File: config.mk
export PLATFORM = sky130hd
export DESIGN_NAME = approx_mul_scheduler_flat
export DESIGN_NICKNAME = d
export VERILOG_FILES = /design/src/rtl/approx_mul_scheduler_pkg.sv /design/src/rtl/approx_mul_scheduler_if.sv /design/src/rtl/approx_mul_scheduler_rr_arbiter.sv /design/src/rtl/approx_mul_scheduler.sv /design/src/flat_wrapper.sv
export SDC_FILE = /design/constraint.sdc
export NUM_CORES = 1
export LEC_CHECK = 0
export CAP_MARGIN = 30
export CORE_MARGIN = 1.5
export CORE_UTILIZATION = 40
export CTS_BUF_LIST = sky130_fd_sc_hd__clkbuf_16
export DETAILED_ROUTE_END_ITERATION = 16
export GPL_TIMING_DRIVEN = 1
export PLACE_DENSITY = 0.86
export SLEW_MARGIN = 10
export SYNTH_ARGS = -nofsm -noshare
export SYNTH_HDL_FRONTEND = slang
export SYNTH_SLANG_ARGS = --single-unit
File: constraint.sdc
create_clock -name clk_i -period 9.56 [get_ports clk_i]
set_input_delay 1.912 -clock clk_i [delete_from_list [all_inputs] [get_ports clk_i]]
set_output_delay 1.912 -clock clk_i [all_outputs]
set_load 0.01 [all_outputs]
File: src/rtl/approx_mul_scheduler_pkg.sv
// Shared types and widths for the approximate-multiplier scheduler.
//   state_e : scheduler FSM states (IDLE=0, MUL=1, RESP=2)
//   OPW     : operand width
//   PW      : product width
package approx_mul_scheduler_pkg;

  localparam int unsigned OPW = 16;
  localparam int unsigned PW  = 32;

  typedef enum logic [1:0] {
    StIdle = 2'd0,
    StMul  = 2'd1,
    StResp = 2'd2
  } state_e;

endpackage

File: src/rtl/approx_mul_scheduler_if.sv
// Request/response bus between NREQ requesters and the multiplier scheduler.
//   req_valid/req_ready : per-requester handshake, req_ready is one-hot
//   req_a/req_b         : packed operands, requester i owns bits [OPW*i +: OPW]
//   rsp_valid/rsp_ready : single response handshake
//   rsp_id/rsp_p        : requester index and product of the returned result
// master: the requester/consumer side.  slave: the scheduler.
interface approx_mul_scheduler_if
  import approx_mul_scheduler_pkg::*;
#(
  parameter int unsigned NREQ = 4,
  parameter int unsigned IDW  = $clog2(NREQ)
);

  logic [NREQ-1:0]     req_valid;
  logic [NREQ-1:0]     req_ready;
  logic [NREQ*OPW-1:0] req_a;
  logic [NREQ*OPW-1:0] req_b;
  logic                rsp_valid;
  logic                rsp_ready;
  logic [IDW-1:0]      rsp_id;
  logic [PW-1:0]       rsp_p;

  modport master (
    output req_valid, req_a, req_b, rsp_ready,
    input  req_ready, rsp_valid, rsp_id, rsp_p
  );

  modport slave (
    input  req_valid, req_a, req_b, rsp_ready,
    output req_ready, rsp_valid, rsp_id, rsp_p
  );

endinterface

File: src/rtl/approx_mul_scheduler_rr_arbiter.sv
// Round-robin arbiter: grants the first set request at or after ptr_i, wrapping.
//   req_i : request vector
//   ptr_i : highest-priority index
//   gnt_o : one-hot grant (zero when no request)
//   idx_o : encoded grant index
//   any_o : at least one request pending
module approx_mul_scheduler_rr_arbiter #(
  parameter int unsigned NREQ = 4,
  parameter int unsigned IDW  = $clog2(NREQ)
) (
  input  logic [NREQ-1:0] req_i,
  input  logic [IDW-1:0]  ptr_i,
  output logic [NREQ-1:0] gnt_o,
  output logic [IDW-1:0]  idx_o,
  output logic            any_o
);

  logic           found;
  logic [IDW-1:0] cand;

  always_comb begin
    gnt_o = '0;
    idx_o = '0;
    found = 1'b0;
    cand  = '0;
    any_o = |req_i;
    for (int unsigned k = 0; k < NREQ; k++) begin
      cand = IDW'((32'(ptr_i) + k) % NREQ);
      if (!found && req_i[cand]) begin
        found       = 1'b1;
        gnt_o[cand] = 1'b1;
        idx_o       = cand;
      end
    end
  end

endmodule

File: src/rtl/approx_mul_scheduler.sv
// Shares one external combinational 16x16 multiplier between NREQ requesters.
// Round-robin accept in IDLE, one cycle of stable operands in MUL, then the product
// and requester ID are held in RESP until the consumer takes them.
//   clk_i    : clock, rising edge
//   rst_i    : synchronous active-high reset
//   bus_io   : request/response bus (slave modport)
//   mul_a_o  : registered operand A to the multiplier
//   mul_b_o  : registered operand B to the multiplier
//   mul_p_i  : multiplier product
//   busy_o   : high whenever not IDLE
// Optional feature: define APPROX_MUL_ZERO_SKIP_EN to bypass MUL when either granted
// operand is zero (product forced to 0, operand registers left untouched).
module approx_mul_scheduler
  import approx_mul_scheduler_pkg::*;
#(
  parameter int unsigned NREQ = 4,
  parameter int unsigned IDW  = $clog2(NREQ)
) (
  input  logic                         clk_i,
  input  logic                         rst_i,
  approx_mul_scheduler_if.slave        bus_io,
  output logic [OPW-1:0]               mul_a_o,
  output logic [OPW-1:0]               mul_b_o,
  input  logic [PW-1:0]                mul_p_i,
  output logic                         busy_o
);

  state_e          state_q, state_d;
  logic [IDW-1:0]  rr_q, rr_d;
  logic [IDW-1:0]  id_q, id_d;
  logic [OPW-1:0]  mul_a_q, mul_a_d;
  logic [OPW-1:0]  mul_b_q, mul_b_d;
  logic [PW-1:0]   rsp_p_q, rsp_p_d;

  logic [NREQ-1:0] gnt;
  logic [IDW-1:0]  gnt_idx;
  logic            any_req;
  logic [OPW-1:0]  op_a [NREQ];
  logic [OPW-1:0]  op_b [NREQ];
  logic [OPW-1:0]  sel_a, sel_b;
  logic            zero_op;

  approx_mul_scheduler_rr_arbiter #(
    .NREQ (NREQ),
    .IDW  (IDW)
  ) u_arb (
    .req_i (bus_io.req_valid),
    .ptr_i (rr_q),
    .gnt_o (gnt),
    .idx_o (gnt_idx),
    .any_o (any_req)
  );

  for (genvar i = 0; i < NREQ; i++) begin : g_unpack
    assign op_a[i] = bus_io.req_a[i*OPW +: OPW];
    assign op_b[i] = bus_io.req_b[i*OPW +: OPW];
  end

  assign sel_a = op_a[gnt_idx];
  assign sel_b = op_b[gnt_idx];

`ifdef APPROX_MUL_ZERO_SKIP_EN
  assign zero_op = (sel_a == '0) || (sel_b == '0);
`else
  assign zero_op = 1'b0;
`endif

  // State register
  always_ff @(posedge clk_i) begin
    if (rst_i) begin
      state_q <= StIdle;
    end else begin
      state_q <= state_d;
    end
  end

  // Next-state logic
  always_comb begin
    state_d = state_q;
    unique case (state_q)
      StIdle:  if (any_req) state_d = zero_op ? StResp : StMul;
      StMul:   state_d = StResp;
      StResp:  if (bus_io.rsp_ready) state_d = StIdle;
      default: state_d = StIdle;
    endcase
  end

  // Outputs
  always_comb begin
    bus_io.req_ready = (state_q == StIdle) ? gnt : '0;
    bus_io.rsp_valid = (state_q == StResp);
    bus_io.rsp_id    = id_q;
    bus_io.rsp_p     = rsp_p_q;
    busy_o           = (state_q != StIdle);
    mul_a_o          = mul_a_q;
    mul_b_o          = mul_b_q;
  end

  // Datapath next-state
  always_comb begin
    rr_d    = rr_q;
    id_d    = id_q;
    mul_a_d = mul_a_q;
    mul_b_d = mul_b_q;
    rsp_p_d = rsp_p_q;
    if (state_q == StIdle && any_req) begin
      id_d = gnt_idx;
      if (32'(gnt_idx) == NREQ - 1) begin
        rr_d = '0;
      end else begin
        rr_d = gnt_idx + IDW'(1);
      end
      if (zero_op) begin
        // Multiplier inputs stay put so it does not toggle.
        rsp_p_d = '0;
      end else begin
        mul_a_d = sel_a;
        mul_b_d = sel_b;
      end
    end
    if (state_q == StMul) begin
      rsp_p_d = mul_p_i;
    end
  end

  always_ff @(posedge clk_i) begin
    if (rst_i) begin
      rr_q    <= '0;
      id_q    <= '0;
      mul_a_q <= '0;
      mul_b_q <= '0;
      rsp_p_q <= '0;
    end else begin
      rr_q    <= rr_d;
      id_q    <= id_d;
      mul_a_q <= mul_a_d;
      mul_b_q <= mul_b_d;
      rsp_p_q <= rsp_p_d;
    end
  end

endmodule

File: src/flat_wrapper.sv
// flat-port wrapper written by rule: the top's interface ports become plain ports
module approx_mul_scheduler_flat import approx_mul_scheduler_pkg::*;
#(
  parameter int unsigned NREQ = 4,
  parameter int unsigned IDW  = $clog2(NREQ)
)
  (clk_i, rst_i, mul_a_o, mul_b_o, mul_p_i, busy_o, bus_io_req_valid, bus_io_req_a, bus_io_req_b, bus_io_rsp_ready, bus_io_req_ready, bus_io_rsp_valid, bus_io_rsp_id, bus_io_rsp_p);
  approx_mul_scheduler_if #(.NREQ(NREQ), .IDW(IDW)) bus_io_i ();
  input  logic clk_i;
  input  logic rst_i;
  output logic [OPW-1:0] mul_a_o;
  output logic [OPW-1:0] mul_b_o;
  input  logic [PW-1:0] mul_p_i;
  output logic busy_o;
  input wire logic [$bits(bus_io_i.req_valid)-1:0] bus_io_req_valid;
  input wire logic [$bits(bus_io_i.req_a)-1:0] bus_io_req_a;
  input wire logic [$bits(bus_io_i.req_b)-1:0] bus_io_req_b;
  input wire logic [$bits(bus_io_i.rsp_ready)-1:0] bus_io_rsp_ready;
  output wire logic [$bits(bus_io_i.req_ready)-1:0] bus_io_req_ready;
  output wire logic [$bits(bus_io_i.rsp_valid)-1:0] bus_io_rsp_valid;
  output wire logic [$bits(bus_io_i.rsp_id)-1:0] bus_io_rsp_id;
  output wire logic [$bits(bus_io_i.rsp_p)-1:0] bus_io_rsp_p;
  assign bus_io_i.req_valid = bus_io_req_valid;
  assign bus_io_i.req_a = bus_io_req_a;
  assign bus_io_i.req_b = bus_io_req_b;
  assign bus_io_i.rsp_ready = bus_io_rsp_ready;
  assign bus_io_req_ready = bus_io_i.req_ready;
  assign bus_io_rsp_valid = bus_io_i.rsp_valid;
  assign bus_io_rsp_id = bus_io_i.rsp_id;
  assign bus_io_rsp_p = bus_io_i.rsp_p;
  approx_mul_scheduler #(.NREQ(NREQ), .IDW(IDW)) u_core (.clk_i(clk_i), .rst_i(rst_i), .bus_io(bus_io_i), .mul_a_o(mul_a_o), .mul_b_o(mul_b_o), .mul_p_i(mul_p_i), .busy_o(busy_o));
endmodule
Word level (Yosys, flattened, before mapping)
Cells that the tools add are included.
{"block": "word_totals", "reg_bits": 70, "input_bits": 167, "out_inout_bits": 72}
{"block": "op_classes", "n_addsub": 4, "n_lt_le_gt_ge": 9, "eq_ne": 5, "muxes": 38, "bitwise": 4, "reduce_logical": 15}
{"op": "$bmux 16 s2", "count": 2}
{"op": "$mux 16", "count": 4}
{"op": "$mux 4", "count": 5}
{"op": "$mux 2", "count": 7}
{"op": "$lt 2x3->1 const B", "count": 4}
{"op": "$or 4x4->4", "count": 3}
{"op": "$mux 1", "count": 11}
{"op": "$bmux 1 s2", "count": 4}
{"op": "$demux 1 s2", "count": 4}
{"op": "$ge 2x1->1 const B", "count": 4}
{"op": "$logic_and 1x1->1", "count": 8}
{"op": "$pmux 2 s3", "count": 1}
{"op": "$add 2x1->2 const B", "count": 2}
{"op": "$add 2x2->2 const B", "count": 2}
{"op": "$eq 2x2->1 const B", "count": 2}
{"op": "$reduce_or 4->1", "count": 1}
{"op": "$ge 3x3->1 const B", "count": 1}
{"op": "$logic_not 1->1", "count": 3}
{"op": "$not 2->3", "count": 1}
{"op": "$eq 2x1->1 const B", "count": 1}
{"op": "$logic_not 2->1", "count": 1}
{"op": "$ne 2x1->1 const B", "count": 1}
{"op": "$ne 2x2->1 const B", "count": 1}
{"op": "$reduce_and 2->1", "count": 1}
{"op": "$reduce_bool 2->1", "count": 1}

Depth between registers and ports, before layout
Gate-level depths: netlist (run 1).
{"block": "logic_depth", "word_depth": 16, "ltp_mapped": 14}

Cells and area by module
A second synthesis (run 1) with hierarchy kept.
{"block": "unflattened", "hier_cells": 332, "area_unflattened_um2": 3602.2}
{"mod": "approx_mul_scheduler", "instances": 1, "cells_per_inst": 281, "area_each_um2": 3155.5, "seq_area_each_um2": 1401.3}
{"mod": "approx_mul_scheduler_rr_arbiter", "instances": 1, "cells_per_inst": 51, "area_each_um2": 446.7, "seq_area_each_um2": 0.0}

Worst setup path after synthesis (run 1)
No wires, ideal clock.
{"block": "synth_timing", "kind": "in2out", "start": "in bus_io_req_valid[3]", "end": "out bus_io_req_ready[0]", "arrival_time_ps": 3315, "setup_slack_ps": 4333, "cell_stages": 6, "cell_sequence": "buf_2 mux4_2 buf_2 buf_1 a221oi_1 nor2_1"}
{"block": "synth_between", "elab_chain_len": 13}
{"item": "start, declared", "line": "flat_wrapper.sv:15", "text": "input wire logic [$bits(bus_io_i.req_valid)-1:0] bus_io_req_valid;"}
{"item": "$bmux 1 s2", "line": "approx_mul_scheduler_rr_arbiter.sv:29", "text": "if (!found && req_i[cand]) begin"}
{"item": "$mux 1 (not written as such)", "line": "approx_mul_scheduler_rr_arbiter.sv:29"}
{"item": "$mux 1", "line": "approx_mul_scheduler_rr_arbiter.sv:29"}
{"item": "$logic_not 1->1", "line": "approx_mul_scheduler_rr_arbiter.sv:29"}
{"item": "$logic_and 1x1->1", "line": "approx_mul_scheduler_rr_arbiter.sv:29"}
{"item": "$mux 1", "line": "approx_mul_scheduler_rr_arbiter.sv:29"}
{"item": "$logic_not 1->1", "line": "approx_mul_scheduler_rr_arbiter.sv:29"}
{"item": "$logic_and 1x1->1", "line": "approx_mul_scheduler_rr_arbiter.sv:29"}
{"item": "$mux 1", "line": "approx_mul_scheduler_rr_arbiter.sv:29"}
{"item": "$logic_not 1->1", "line": "approx_mul_scheduler_rr_arbiter.sv:29"}
{"item": "$logic_and 1x1->1", "line": "approx_mul_scheduler_rr_arbiter.sv:29"}
{"item": "$mux 4 *", "line": "approx_mul_scheduler_rr_arbiter.sv:29"}
{"item": "$mux 4 *", "line": "approx_mul_scheduler.sv:90", "text": "bus_io.req_ready = (state_q == StIdle) ? gnt : '0;"}
{"item": "end, declared", "line": "flat_wrapper.sv:19", "text": "output wire logic [$bits(bus_io_i.req_ready)-1:0] bus_io_req_ready;"}
Every way passes the cells marked *; elsewhere a longest branch is shown, timed or not. The select of a mux whose other input is x is not followed.

Worst setup path in the final report (run 1)
{"block": "layout_timing", "start": "in bus_io_req_valid[2]", "end": "out bus_io_req_ready[0]"}
Same word-level chain as after synthesis.

==> key figures, run 1 <==
Synthesis
  – Compound-gate portion of the synthesized area: 28.9%
  – Synth warn: 0
  – Post-Synth XOR/XNOR Area: 0.186%
  – Primary FF master, synth: dfxtp_1
  – Avg Inst Size Synth: 7.29 µm²
  – Synth Cell Area: 4700 µm²
  – Mapped Cells: 645
  – Largest cells by area after synthesis: dfxtp_1 30%, nand2_1 12%, nand3_1 6.3%, a31oi_1 4.3%, a221oi_1 4.1%
  – Seq/Total Area, Yosys: 29.8%
  – Async SR Flop Fraction: 0%
  – Synthesized flop and latch total: 70
  – Number of synthesized flops with an enable pin: 0
  – Largest family of logic cells by synthesized area: simple AND/OR/NAND/NOR gates
  – Mux contribution to synthesized area: 2.77%
  – Mapped Nets: 820
  – Leading area contributor after synthesis: dfxtp_1
  – Adder and majority cell fraction of the synthesized area: 2.13%
  – Unique cell type count in the Yosys netlist: 48
  – Top cell type's share of synthesized area: 29.8%
  – Post-Synth Simple-Gate Area: 29.2%

Global route
  – Global-route wire length before repair: 26600 µm
  – Global Route Usage Sum: 25.9%
  – Largest net degree at the start of global routing: 107
  – GRT overflow: 0
  – Initial antenna violation count: 0
  – Vias in the first global route: 5387

Clock network
  – Num CTS Buffers: 9
  – Maximum clock insertion buffer count: 2
  – # H-tree levels: 3
  – Clk slew on worst S/H paths: 0.06 ns
  – # Post-CTS Setup Buffers: 0
  – Clock sinks: 70
  – Clk Latency, worst-skew pair: 0.33 ns
  – Hold_buf cts: 0
  – CTS tree: built
  – Resized Gates After CTS: 0
  – CTS Root Cell: clkbuf_16

Worst setup path
  – Delay-heaviest family, CP: buffers and inverters
  – CP Capture Type: primary output
  – Top cell by count, worst path: clkdlybuf4s50_1
  – CP Cell Sequence: clkdlybuf4s50_1 > mux4_2 > nor4_2 > a221oi_1 > nor2_1 > clkdlybuf4s50_1
  – Worst Path Arrival: 4.86 ns
  – Kind of critical path: in2out
  – Critical path peak fanout: 30
  – Crit-path slowest cell: mux4_2
  – Critical path's largest stage delay: 0.84 ns
  – Critical path buffers and inverters: 2
  – Critical Path RT: 7.65 ns
  – Startpoint types: input pin

Timing
  – Fin. max-slew vios: 0
  – Final Cycle Share: 70.8%
  – F_max: 148 MHz
  – Final setup fails: 0
  – Clk_skew: 0.0115 ns
  – RSZ-0062 raised after global routing: no
  – Count of final hold-check violations: 0
  – Relative slew margins: 46.2%
  – Fin Setup TNS: 0 ns
  – Final WS setup: 2.79 ns
  – Worst Tran Pin Value: 0.805 ns
  – Final min period: 6.77 ns

Finish
  – Most frequent cells in the layout: 237 x clkdlybuf4s50_1, 156 x nand2_1, 69 x dfxtp_1, 59 x nand3_1, 37 x a21oi_1
  – Area growth syn-to-layout: 58.7%
  – Most common cell after layout, fill and taps aside: clkdlybuf4s50_1
  – Design area: 7460 µm²
  – Non-Filler Instances: 982
  – Fill count: 981
  – Share of layout cells above drive strength 1: 5.60%
  – Post-layout util: 65.3%
  – Fin nets: 1009
  – # diodes: 0

Die
  – Initial Util: 41.2%
  – Core area: 11400 µm²
  – Die H: 111 µm
  – Full die area: 12400 µm²
  – Die width: 111 µm
  – IO Pins: 239
  – Row Count: 39

Pwr
  – Peak VDD IR: 0.145 mV
  – Lkg Pwr: 2.82 nW
  – Pwr/cell area: 255 nW/µm²

Route
  – DRC Markers: 0
  – Vias: 5720
  – Iter 0 DRT Violations: 571
  – DR WL/cell: 16.8 µm
  – Vias per cell: 5.82
  – Routed Antenna Nets: 0
  – DR pass1 iterations: 5
  – Routed wire length: 16500 µm

Placement
  – DP Cell Count: 964
  – Port Buffers: 238
  – Area after DPL: 7080 µm²
  – Post-DP HPWL: 11500 µm
  – RePlAce Congestion: 0.792
  – Post-Place Setup Slack: 2.77 ns

Hold path
  – Hold WC Path Type: reg2reg

Run status
  – Status: finished, final reports clean

Job
  – Max_cap viols: 0
layer usage:
metal | global-route usage, % | wire length [µm] | vias up
met1 | 32.6 | 6790 | 2629
met2 | 42.3 | 7710 | 300
met4 | 10.5 | 468 | 0
met5 | 0 | 0 | -
met3 | 7.02 | 1510 | 36
li1 | - | - | 2755
worst min-delay path: cells and delay by family, from the launching register on:
| kind | cells | cell delay (ns) |
|---|---|---|
| AO/OA/AOI/OAI | 1 | 0.05 |
| flip-flops | 1 | 0.31 |
| AND/OR/NAND/NOR | 1 | 0.05 |
stage by stage:
step	hold slack (ns)	total power [mW]
floorplan	0.481	1.12
global placement	0.441	1.47
detailed placement	0.446	1.51
CTS	0.454	1.89
global route	0.465	2.04
finish	0.452	1.90
cell type report:
class	instances	area (µm²)	area share, %
inverters	5	18.8	0.252
multi-input cells	499	3010	40.3
flip-flops and latches	70	1410	18.8
repair buffers	249	2520	33.8
clock inverters	7	104	1.39
clock buffers	9	225	3.02
well taps	143	179	2.40
power breakdown:
group          internal (mW)  switching, mW
Clock                  0.232          0.140
Sequential             0.365         0.0460
Combinational          0.502          0.614
Total                   1.10          0.800
flip-flops by register name (all words and copies together) (netlist names):
signal,cells
u_core.mul_b_o,16
u_core.bus_io.rsp_id,2
u_core.bus_io.rsp_p,32
u_core.mul_a_o,16
u_core.rr_q,2
u_core.state_q,2
Yosys cell counts, types with 3 or more instances:
| cell | instances |
|---|---|
| clkbuf_1 | 43 |
| buf_1 | 4 |
| a22oi_1 | 18 |
| a211oi_1 | 14 |
| nor2_1 | 22 |
| a211o_1 | 17 |
| and3_1 | 28 |
| buf_2 | 21 |
| nand3_1 | 59 |
| a21oi_1 | 37 |
| a221oi_1 | 22 |
| inv_1 | 4 |
| nand3b_1 | 14 |
| o31ai_1 | 15 |
| mux2i_1 | 4 |
| a31oi_1 | 32 |
| dfxtp_1 | 70 |
| ha_1 | 8 |
| mux4_2 | 3 |
| nand2_1 | 156 |
| a32o_1 | 17 |
| nor3_1 | 3 |
| nor2b_1 | 4 |
path summary, 6_finish.rpt:
check,start,depth (start not counted),end,slack [ns]
setup reg to reg,u_core.rr_q[1]$_SDFFE_PP0P_,9,u_core.mul_a_o[10]$_SDFFE_PP0P_,5.92
hold / removal,u_core.bus_io.rsp_p[6]$_SDFFE_PP0N_,2,u_core.bus_io.rsp_p[6]$_SDFFE_PP0N_,0.45
hold reg to reg,u_core.bus_io.rsp_p[6]$_SDFFE_PP0N_,2,u_core.bus_io.rsp_p[6]$_SDFFE_PP0N_,0.45
setup / recovery,bus_io_req_valid[2],6,bus_io_req_ready[0],2.79
kinds of logic (layout without fill, tap and decap cells):
logic type               after synthesis  count (layout)
multiplexers                           9               9
adder cells (fa/ha/maj)                8               8
buffers and inverters                 76             270
AO/OA/AOI/OAI                        184             184
flip-flops                            70              70
AND/OR/NAND/NOR                      297             297
XOR/XNOR                               1               1
No activity file was read; power rests on OpenSTA's default activity.
==> inputs of run 2 (changes only) <==
Settings changed: CORE_UTILIZATION 40 to 37, PLACE_DENSITY 0.86 to 0.84.
Clock period 9.56 ns to 5.9 ns, I/O delays scaled along.
==> run 2 against run 1 <==
Sequential cell count unchanged. Utilization decreased by 4.2 points. Highest routed layer unchanged. Routed wire length increased by 3.1%. Clock-buffer cell count unchanged. Via count decreased by 0.47%. Worst hold slack about the same. Cell count increased by 2.9%. Non-clock buffer count increased by 3. Critical endpoint is now bus_io_req_ready[2]. Critical path type unchanged. Global-route usage decreased by 0.87 points. Critical path depth unchanged. Sequential share of layout area about the same.
==> key figures, run 2 (same netlist as run 1, synthesis figures left out) <==
Global route
  – Largest net degree at the start of global routing: 99
  – Met1 Use GR: 29.5%
  – Global-route wire length before repair: 26400 µm
  – GRT overflow: 0
  – Global route hottest layer: met2
  – Vias in the first global route: 5371
  – Met3 Usage GRT: 7.58%
  – Global Route Usage Sum: 25.1%
  – Initial antenna violation count: 0
  – Met2 Track Usage GR: 43.0%

Clock network
  – Maximum clock insertion buffer count: 2
  – Clk slew on worst S/H paths: 0.06 ns
  – Clock sinks: 70
  – Resized Gates After CTS: 0
  – # H-tree levels: 3
  – Num CTS Buffers: 9
  – CTS Root Cell: clkbuf_16
  – # Post-CTS Setup Buffers: 0
  – Clk Latency, worst-skew pair: 0.34 ns
  – Hold_buf cts: 0
  – CTS tree: built

Hold path
  – Hold WC Path Type: reg2reg

Worst setup path
  – Kind of critical path: in2out
  – Startpoint types: input pin
  – CP Capture Type: primary output
  – Critical path peak fanout: 11
  – Worst Path Arrival: 3.87 ns
  – Critical Path RT: 4.72 ns

Finish
  – Most common cell after layout, fill and taps aside: clkdlybuf4s50_1
  – Area growth syn-to-layout: 58.9%
  – Most frequent cells in the layout: 237 x clkdlybuf4s50_1, 156 x nand2_1, 69 x dfxtp_1, 59 x nand3_1, 37 x a21oi_1
  – Fill count: 1079
  – Max reg flops: 32
  – Non-Filler Instances: 1010
  – Fin nets: 1012
  – # diodes: 0
  – Share of layout cells above drive strength 1: 5.94%

Timing
  – Worst hold slack: 0.452 ns
  – Clk_skew: 0.00649 ns
  – Fin. max-slew vios: 0
  – Final min period: 5.05 ns
  – Final setup fails: 0
  – Worst Tran Pin Value: 0.996 ns
  – F_max: 198 MHz
  – Final WS setup: 0.853 ns
  – Final Cycle Share: 85.5%
  – RSZ-0062 raised after global routing: no
  – Relative slew margins: 33.6%
  – Fin Setup TNS: 0 ns
  – Count of final hold-check violations: 0

Die
  – Die width: 116 µm
  – Row Count: 40
  – IO Pins: 239
  – Core area: 12200 µm²
  – Full die area: 13400 µm²
  – Initial Util: 38.5%
  – Die H: 116 µm

Pwr
  – Pwr Total: 3.04 mW
  – Lkg Pwr: 2.81 nW
  – Pwr/cell area: 407 nW/µm²
  – Peak VDD IR: 0.186 mV

Route
  – Routed Antenna Nets: 0
  – Routed wire length: 17000 µm
  – DR WL/cell: 16.8 µm
  – Vias: 5693
  – Iter 0 DRT Violations: 440
  – DRC Markers: 0
  – DR pass1 iterations: 5
  – Vias per cell: 5.64

Placement
  – Port Buffers: 238
  – DP Cell Count: 994
  – Post-Place Setup Slack: 0.886 ns
  – RePlAce Congestion: 0.865
  – Post-DP HPWL: 11800 µm

Job
  – Max_cap viols: 0

Run status
  – Status: finished, final reports clean
## run 2: cell type report
class / count / area, µm² / area share [%]
Clock buffer: 9 / 225 / 3.02
Inverter: 5 / 18.8 / 0.251
Multi-Input combinational cell: 499 / 3010 / 40.3
Timing Repair Buffer: 252 / 2520 / 33.8
Tap cell: 168 / 210 / 2.82
Clock inverter: 7 / 78.8 / 1.06
Sequential cell: 70 / 1410 / 18.8
## run 2: per-layer routing
metal / wire length, µm / vias to the layer above
li1: - / 2768
met1: 7010 / 2621
met2: 8010 / 273
met3: 1580 / 31
met4: 387 / 0
met5: 0 / -
## run 2: critical path, stage by stage
cell	delay [ns]
clkdlybuf4s50_1	0.61
mux4_2	0.56
nor4_2	0.63
a221oi_1	0.19
nor2_1	0.13
clkdlybuf4s50_1	0.56
## run 2: power by group
| part | total, mW | internal, mW | switching, mW | leakage (nW) |
|---|---|---|---|---|
| Clock | 0.564 | 0.332 | 0.232 | 0.147 |
| Combinational | 1.81 | 0.812 | 1.00 | 2.09 |
| Sequential | 0.662 | 0.591 | 0.0707 | 0.577 |
## run 2: worst paths after layout
| kind | cells past startpoint | slack [ns] | start | to |
|---|---|---|---|---|
| worst max-delay path | 6 | 0.85 | bus_io_req_valid[2] | bus_io_req_ready[2] |
| worst min-delay path | 2 | 0.45 | u_core.bus_io.rsp_p[3]$_SDFFE_PP0N_ | u_core.bus_io.rsp_p[3]$_SDFFE_PP0N_ |
| worst max register to register | 9 | 1.84 | u_core.rr_q[1]$_SDFFE_PP0P_ | u_core.rr_q[1]$_SDFFE_PP0P_ |
| worst min register to register | 2 | 0.45 | u_core.bus_io.rsp_p[3]$_SDFFE_PP0N_ | u_core.bus_io.rsp_p[3]$_SDFFE_PP0N_ |
## run 2: metrics by stage
stage | area (µm²) | util [%]
floorplan | 4700 | -
global placement | 7110 | 58.2
detailed placement | 7160 | 58.6
CTS | 7470 | 61.1
global route | 7470 | 61.1
finish | 7470 | 61.1
==> inputs of run 3 (changes only) <==
Settings changed: GPL_TIMING_DRIVEN 1 to not set, SLEW_MARGIN 10 to not set.
==> results of run 3 <==
Same layout as run 2: the final DEF is identical, and so are final timing and power.
